<file path="src/rtl/capture_dump_ctrl.sv">
`default_nettype none
// ============================================================================
// Module      : capture_dump_ctrl
// Description : Scan-inject capture/dump sequencer. Holds the capture enable
//               for CAPTURE_CYCLES cycles, then drains the eight one-bit scan
//               channels in order ch0..ch7. Each channel's serial bits are
//               packed LSB-first into bytes and handed to a byte-wide UART
//               transmitter through a busy/strobe handshake. Loops forever.
//
// Parameters  : CAPTURE_CYCLES  cycles o_c_en is held high per capture (>=1)
//               HDR_BYTE        channel header base (header = HDR_BYTE | ch)
//
// Options     : CDCTRL_CH_HEADER_EN  when defined, a header byte HDR_BYTE|ch
//                                    is sent on entry to every channel before
//                                    its data is shifted.
//
// Ports       : clk             system clock, rising edge
//               rst             synchronous active-high reset
//               i_ch_out        bit i = serial data bit from channel i
//               i_ch_out_vld    bit i = i_ch_out[i] valid this cycle
//               i_ch_out_done   bit i = channel i has no more bits (level)
//               i_serial_busy   UART transmitter busy
//               o_c_en          capture enable to all channels
//               o_dump_en       one-hot shift permission to selected channel
//               o_serial_en     1-cycle strobe: load o_serial_tx into UART
//               o_serial_tx     byte to transmit (held between strobes)
//
// Revision    : 1.0  initial release
// ============================================================================
module capture_dump_ctrl #(
    parameter int         CAPTURE_CYCLES = 16,
    parameter logic [7:0] HDR_BYTE       = 8'hA0
) (
    input  logic       clk,
    input  logic       rst,
    input  logic [7:0] i_ch_out,
    input  logic [7:0] i_ch_out_vld,
    input  logic [7:0] i_ch_out_done,
    input  logic       i_serial_busy,
    output logic       o_c_en,
    output logic [7:0] o_dump_en,
    output logic       o_serial_en,
    output logic [7:0] o_serial_tx
);

    localparam int             c_cap_w   = $clog2(CAPTURE_CYCLES + 1);
    localparam logic [c_cap_w-1:0] c_cap_max = c_cap_w'(CAPTURE_CYCLES);

    typedef enum logic [1:0] {
        S_CAPTURE   = 2'd0,
        S_DUMP      = 2'd1,
        S_SEND      = 2'd2,
        S_SEND_WAIT = 2'd3
    } state_t;

    state_t             r_state;
    logic [c_cap_w-1:0] r_cap_cnt;
    logic [2:0]         r_ch;
    logic [3:0]         r_cnt;
    logic [7:0]         r_sr;
    logic [7:0]         r_byte;
    logic               r_last;
    logic               r_c_en;
    logic [7:0]         r_dump_en;
    logic               r_serial_en;
    logic [7:0]         r_serial_tx;

    logic               w_vld;
    logic               w_bit;
    logic               w_done;
    logic [7:0]         w_sr_next;
    logic [3:0]         w_cnt_next;
    logic [2:0]         w_enter_ch;
    state_t             w_enter_state;
    logic [7:0]         w_enter_dump;
`ifdef CDCTRL_CH_HEADER_EN
    logic [7:0]         w_enter_byte;
`endif

    // Datapath of the selected channel and the "enter next channel" target.
    // Leaving CAPTURE always enters ch0; otherwise entry is to ch+1.
    always_comb begin
        w_vld      = i_ch_out_vld[r_ch];
        w_bit      = i_ch_out[r_ch];
        w_done     = i_ch_out_done[r_ch];
        w_sr_next  = r_sr;
        if (w_vld) begin
            w_sr_next[r_cnt[2:0]] = w_bit;
        end
        w_cnt_next = r_cnt + {3'd0, w_vld};
        w_enter_ch = (r_state == S_CAPTURE) ? 3'd0 : (r_ch + 3'd1);
`ifdef CDCTRL_CH_HEADER_EN
        // Header goes out first; the channel stays stalled until it is sent.
        w_enter_state = S_SEND;
        w_enter_dump  = 8'h00;
        w_enter_byte  = HDR_BYTE | {5'd0, w_enter_ch};
`else
        w_enter_state = S_DUMP;
        w_enter_dump  = 8'h01 << w_enter_ch;
`endif
    end

    always_ff @(posedge clk) begin
        if (rst) begin
            r_state     <= S_CAPTURE;
            r_cap_cnt   <= '0;
            r_ch        <= 3'd0;
            r_cnt       <= 4'd0;
            r_sr        <= 8'h00;
            r_byte      <= 8'h00;
            r_last      <= 1'b0;
            r_c_en      <= 1'b0;
            r_dump_en   <= 8'h00;
            r_serial_en <= 1'b0;
            r_serial_tx <= 8'h00;
        end else begin
            r_serial_en <= 1'b0;
            case (r_state)
                S_CAPTURE: begin
                    if (r_cap_cnt == c_cap_max) begin
                        r_c_en    <= 1'b0;
                        r_cap_cnt <= '0;
                        r_ch      <= w_enter_ch;
                        r_cnt     <= 4'd0;
                        r_sr      <= 8'h00;
                        r_state   <= w_enter_state;
                        r_dump_en <= w_enter_dump;
`ifdef CDCTRL_CH_HEADER_EN
                        r_byte    <= w_enter_byte;
                        r_last    <= 1'b0;
`endif
                    end else begin
                        r_c_en    <= 1'b1;
                        r_cap_cnt <= r_cap_cnt + c_cap_w'(1);
                    end
                end

                S_DUMP: begin
                    r_sr  <= w_sr_next;
                    r_cnt <= w_cnt_next;
                    // The valid bit of this cycle is absorbed before done is
                    // honoured; a byte completed together with done is the
                    // channel's final byte (no pad byte follows it).
                    if ((w_cnt_next == 4'd8) || (w_done && (w_cnt_next != 4'd0))) begin
                        r_byte    <= w_sr_next;
                        r_last    <= w_done;
                        r_cnt     <= 4'd0;
                        r_sr      <= 8'h00;
                        r_dump_en <= 8'h00;
                        r_state   <= S_SEND;
                    end else if (w_done) begin
                        r_cnt <= 4'd0;
                        r_sr  <= 8'h00;
                        if (r_ch == 3'd7) begin
                            r_ch      <= 3'd0;
                            r_cap_cnt <= '0;
                            r_dump_en <= 8'h00;
                            r_state   <= S_CAPTURE;
                        end else begin
                            r_ch      <= w_enter_ch;
                            r_state   <= w_enter_state;
                            r_dump_en <= w_enter_dump;
`ifdef CDCTRL_CH_HEADER_EN
                            r_byte    <= w_enter_byte;
                            r_last    <= 1'b0;
`endif
                        end
                    end
                end

                S_SEND: begin
                    if (!i_serial_busy) begin
                        r_serial_en <= 1'b1;
                        r_serial_tx <= r_byte;
                        r_state     <= S_SEND_WAIT;
                    end
                end

                S_SEND_WAIT: begin
                    // One dead cycle so the UART can raise busy before the
                    // next byte can be offered.
                    if (!r_last) begin
                        r_dump_en <= 8'h01 << r_ch;
                        r_state   <= S_DUMP;
                    end else if (r_ch == 3'd7) begin
                        r_ch      <= 3'd0;
                        r_cap_cnt <= '0;
                        r_dump_en <= 8'h00;
                        r_state   <= S_CAPTURE;
                    end else begin
                        r_ch      <= w_enter_ch;
                        r_state   <= w_enter_state;
                        r_dump_en <= w_enter_dump;
`ifdef CDCTRL_CH_HEADER_EN
                        r_byte    <= w_enter_byte;
                        r_last    <= 1'b0;
`endif
                    end
                end

                default: begin
                    r_state <= S_CAPTURE;
                end
            endcase
        end
    end

    assign o_c_en      = r_c_en;
    assign o_dump_en   = r_dump_en;
    assign o_serial_en = r_serial_en;
    assign o_serial_tx = r_serial_tx;

endmodule
`default_nettype wire

</file>
<file path="config.mk">
export PLATFORM = sky130hd
export DESIGN_NAME = capture_dump_ctrl
export DESIGN_NICKNAME = d
export VERILOG_FILES = /design/src/rtl/capture_dump_ctrl.sv
export SDC_FILE = /design/constraint.sdc
export NUM_CORES = 1
export LEC_CHECK = 0
export CAP_MARGIN = 30
export CELL_PAD_IN_SITES_DETAIL_PLACEMENT = 0
export CELL_PAD_IN_SITES_GLOBAL_PLACEMENT = 1
export CORE_MARGIN = 1.5
export CORE_UTILIZATION = 37
export CTS_BUF_LIST = sky130_fd_sc_hd__clkbuf_8 sky130_fd_sc_hd__clkbuf_16
export DETAILED_ROUTE_END_ITERATION = 7
export GPL_ROUTABILITY_DRIVEN = 1
export GPL_TIMING_DRIVEN = 0
export PLACE_DENSITY = 0.74
export SETUP_SLACK_MARGIN = 0.4
export SLEW_MARGIN = 30
export SYNTH_ARGS = -nofsm -noshare
export SYNTH_HDL_FRONTEND = slang
export SYNTH_SLANG_ARGS = --single-unit
</file>
<file path="constraint.sdc">
create_clock -name clk -period 3.5 [get_ports clk]
set_clock_uncertainty 0.2 [all_clocks]
set_input_delay 0.875 -clock clk [delete_from_list [all_inputs] [get_ports clk]]
set_output_delay 0.875 -clock clk [all_outputs]
set_load 0.01 [all_outputs]
</file>
==> impl_summary.txt <==
----------------------------------------------------
[Layout]
  Signed area change from the synthesized netlist to the final layout ... 40.6%
  Final design utilization ... a little over half
  Fill cells ... around 670
  Share of post-route cells with drive strength above 1 ... between 20% and 30%
  Count of inserted antenna diode cells ... 0
  Number of nets in the finished design ... between 400 and 500
  Most used cells in the layout excluding fill and tap cells ... sky130_fd_sc_hd__dfxtp_1 (48), sky130_fd_sc_hd__clkdlybuf4s50_1 (38), sky130_fd_sc_hd__nand2_1 (29)
  Commonest non-fill, non-tap cell in the layout ... sky130_fd_sc_hd__dfxtp_1

[Logic synthesis]
  Proportion of synthesized chip area in sequential cells ... between 30% and 40%
  Post-Synth XOR/XNOR Area ... less than 1%
  Share of synthesized cell area in and, or, nand and nor gates ... a little under a fifth
  Compound-cell area share of the yosys netlist ... a little under a quarter
  Yosys Warn Count ... 0
  Number of distinct standard cells referenced by the synthesized netlist ... 57
  Nets in the synthesized netlist ... around 350
  Fraction of synthesis flops using an asynchronous set or reset pin ... 0%
  Synth Register Bits ... slightly below 50
  Mean post-synth cell area ... between 9 and 10 um2
  Mux share of post-synthesis cell area ... about an eighth
  Mapped Area ... 2840 um2
  Main combinational cell family by area after synthesis ... compound AO/OA/AOI/OAI gates
  Gate Count Post-Synth ... roughly 320
  Number of flops mapped to enable cells by yosys ... 0
  Post-synthesis adder-cell area fraction ... around 4.4%
  Synth Flop Type ... sky130_fd_sc_hd__dfxtp_1

[Power and ir drop]
  Worst ir drop on vdd ... 0.156 mV
  Pleak ... 1.39 nW
  Power density over cell area ... 255 nW/um2

[Global route]
  Busiest layer in global routing ... met2
  GRT overflow ... 0
  First-pass GRT wire length ... 13600 um
  Largest net degree at the start of global routing ... 16
  Gr usage total ... about a fifth
  Initial antenna violation count ... 0
  Met3 track demand over resource ... ~2.4%
  Met2 routing resource usage after global routing ... a little over a third
  Vias in the first global route ... between 2000 and 3000
  GR Util met1 ... approximately a quarter

[Die]
  Placeable core region ... 7330 um2
  Width of the die ... ~90 um
  Count of boundary I/O pins ... 45
  Die outline height ... 90.5 um
  Standard-cell rows ... 31
  DIE AREA ... between 8000 and 9000 um2
  Initial cell density of the core ... slightly below 40%

[Clock network]
  Clock tree root buffer cell ... sky130_fd_sc_hd__clkbuf_8
  CTS Buffer Depth ... 2
  H-tree Lvls ... 2
  Clock latency of the later-clocked register in the worst-skew pair ... 0.31 ns
  Clock Pin Slew Worst Setup and Hold Paths ... approximately 0.1 ns
  Total number of clock tree sinks ... 49
  Clock tree from TritonCTS ... done
  Inserted Clock Buffers ... 5

[Timing]
  Worst Max-Slew Pin Slew ... between 0.9 and 1 ns
  Final setup violation count ... 0
  Final Max Tran Viols ... 0
  Unrepaired setup endpoints after global routing ... yes
  Fin. Hold Viols ... 0
  Minimum setup slack in the final design ... approximately 0.056 ns
  Rel. slew slack ... approximately 35%
  Minimum period implied by the final worst setup slack ... 3.44 ns
  Fmax ... a little under 300 MHz
  Share of the clock period used by the worst path after layout ... a little over nine tenths
  Tightest hold margin ... between 0.2 and 0.3 ns

[Drt]
  Routed vias ... ~2700
  Iteration-0 DRC Markers ... about 120
  Number of iterations in the first detailed-routing pass ... 4
  Wire length reported by the detailed router ... 8120 um
  Via density per instance ... around 5.7
  Final ANT Viol Nets ... 0
  Number of design rule violations left after detail routing ... 0
  Per-cell routed wire length ... 16.8 um

[Placement]
  Detailed-placement wirelength estimate ... 5440 um
  Weighted congestion at the end of routability-driven global placement ... a little under 0.9
  Minimum setup slack after placement ... -0.734 ns
  Total of buffers placed on input and output ports ... 44

[Min path]
  Tightest Hold Check Type ... reg -> reg

[Critical path]
  Data arrival, critical path ... roughly 3.4 ns
  Critical Path Fanout Max ... 5
  Nature of the critical path startpoint ... primary input
  Kind of end point of the critical path ... flop
  Data required time of the worst path ... roughly 3.5 ns
  Type of the worst setup path ... in -> reg

[Run status]
  Outcome ... complete, no violations

[Flow run]
  Reported max-cap violation count ... 0

----------------------------------------------------
## cells in the mapped netlist, drive strengths merged (4+ instances only)
master,n,area (um2)
ha,10,125
nand2,30,113
o211ai,6,45.0
o32ai,8,70.1
mux4,4,90.1
mux2,7,78.8
a221oi,7,105
a21oi,13,65.1
a211oi,5,42.5
nor2,27,101
buf,6,37.5
nand3,13,65.1
a311oi,6,52.6
mux2i,20,200
o21ai,7,35.0
a22oi,5,37.5
nor3,8,51.3
o22ai,9,56.3
nand4,5,31.3
inv,16,60.1
dfxtp,49,981
clkbuf,11,41.3
## critical path: stages
cell	delay, ns
sky130_fd_sc_hd__buf_6	0.09
sky130_fd_sc_hd__mux4_2	0.49
sky130_fd_sc_hd__a2bb2oi_4	0.17
sky130_fd_sc_hd__and2_4	0.16
sky130_fd_sc_hd__ha_4	0.16
sky130_fd_sc_hd__ha_4	0.17
sky130_fd_sc_hd__xor2_4	0.16
sky130_fd_sc_hd__nor3_4	0.22
sky130_fd_sc_hd__buf_6	0.14
sky130_fd_sc_hd__a211oi_4	0.05
sky130_fd_sc_hd__buf_4	0.16
sky130_fd_sc_hd__buf_4	0.13
sky130_fd_sc_hd__buf_6	0.13
sky130_fd_sc_hd__buf_6	0.11
sky130_fd_sc_hd__a21oi_2	0.12
sky130_fd_sc_hd__o32ai_1	0.10
## state kept, by name (all words and copies together), names as in the netlist, 3 cells and up, named ones only
| register | flops |
|---|---|
| o_dump_en | 8 |
| o_serial_tx | 8 |
| r_byte | 8 |
| r_sr | 8 |
| r_cap_cnt | 5 |
| r_cnt | 4 |
| r_ch | 3 |
## metrics by stage
stage	instances	total power, mW	area [um2]	TNS, ns
2_1_floorplan	315	0.620	2900	-0.485
3_3_place_gp	458	0.663	3470	-23.41
3_5_place_dp	458	0.664	3470	-24.01
4_1_cts	478	1.01	3840	0
6_report	483	1.02	3990	0
5_1_grt	483	1.06	3990	-0.0465
## cells by family after synthesis
| kind of cell | count (synthesis) |
|---|---|
| AO/OA/AOI/OAI | 83 |
| XOR/XNOR | 3 |
| adder cells (fa/ha/maj) | 10 |
| buffers and inverters | 34 |
| flip-flops | 49 |
| multiplexers | 31 |
| AND/OR/NAND/NOR | 105 |
## layer usage
metal,up-vias,routed length [um]
li1,1329,-
met1,1335,3670
met2,66,4040
met3,13,274
met4,0,140
met5,-,0
## worst paths after layout
kind / cells past startpoint / slack, ns / end / from
setup reg to reg: 16 / 0.09 / r_sr[3] / r_ch[0]
setup / recovery: 16 / 0.06 / r_sr[3] / i_ch_out_vld[7]
hold / removal: 2 / 0.27 / o_dump_en[5] / o_dump_en[5]
hold reg to reg: 2 / 0.27 / o_dump_en[5] / o_dump_en[5]
## report_power, final
| group | internal [mW] | switching, mW |
|---|---|---|
| registers | 0.560 | 0.00396 |
| clock network | 0.139 | 0.212 |
| logic | 0.0550 | 0.0461 |
| total | 0.754 | 0.262 |
## final cells by class
type | instances | area [um2] | area share [%]
Sequential cell | 49 | 985 | 24.7
Buffer | 17 | 110 | 2.76
Timing Repair Buffer | 61 | 591 | 14.8
Tap cell | 99 | 124 | 3.11
Clock buffer | 5 | 68.8 | 1.73
Inverter | 17 | 63.8 | 1.60
Clock inverter | 3 | 17.5 | 0.439
Multi-Input combinational cell | 232 | 2030 | 50.8
## timing repair
action                     in CTS  in global routing
cloned                          1                  0
setup buffers                  11                  5
setup endpoints to repair      38                 38
pin swaps                      22                 13
resized for setup              52                 24
hold buffers                    0                  0
(Power assumes the default switching activity.)
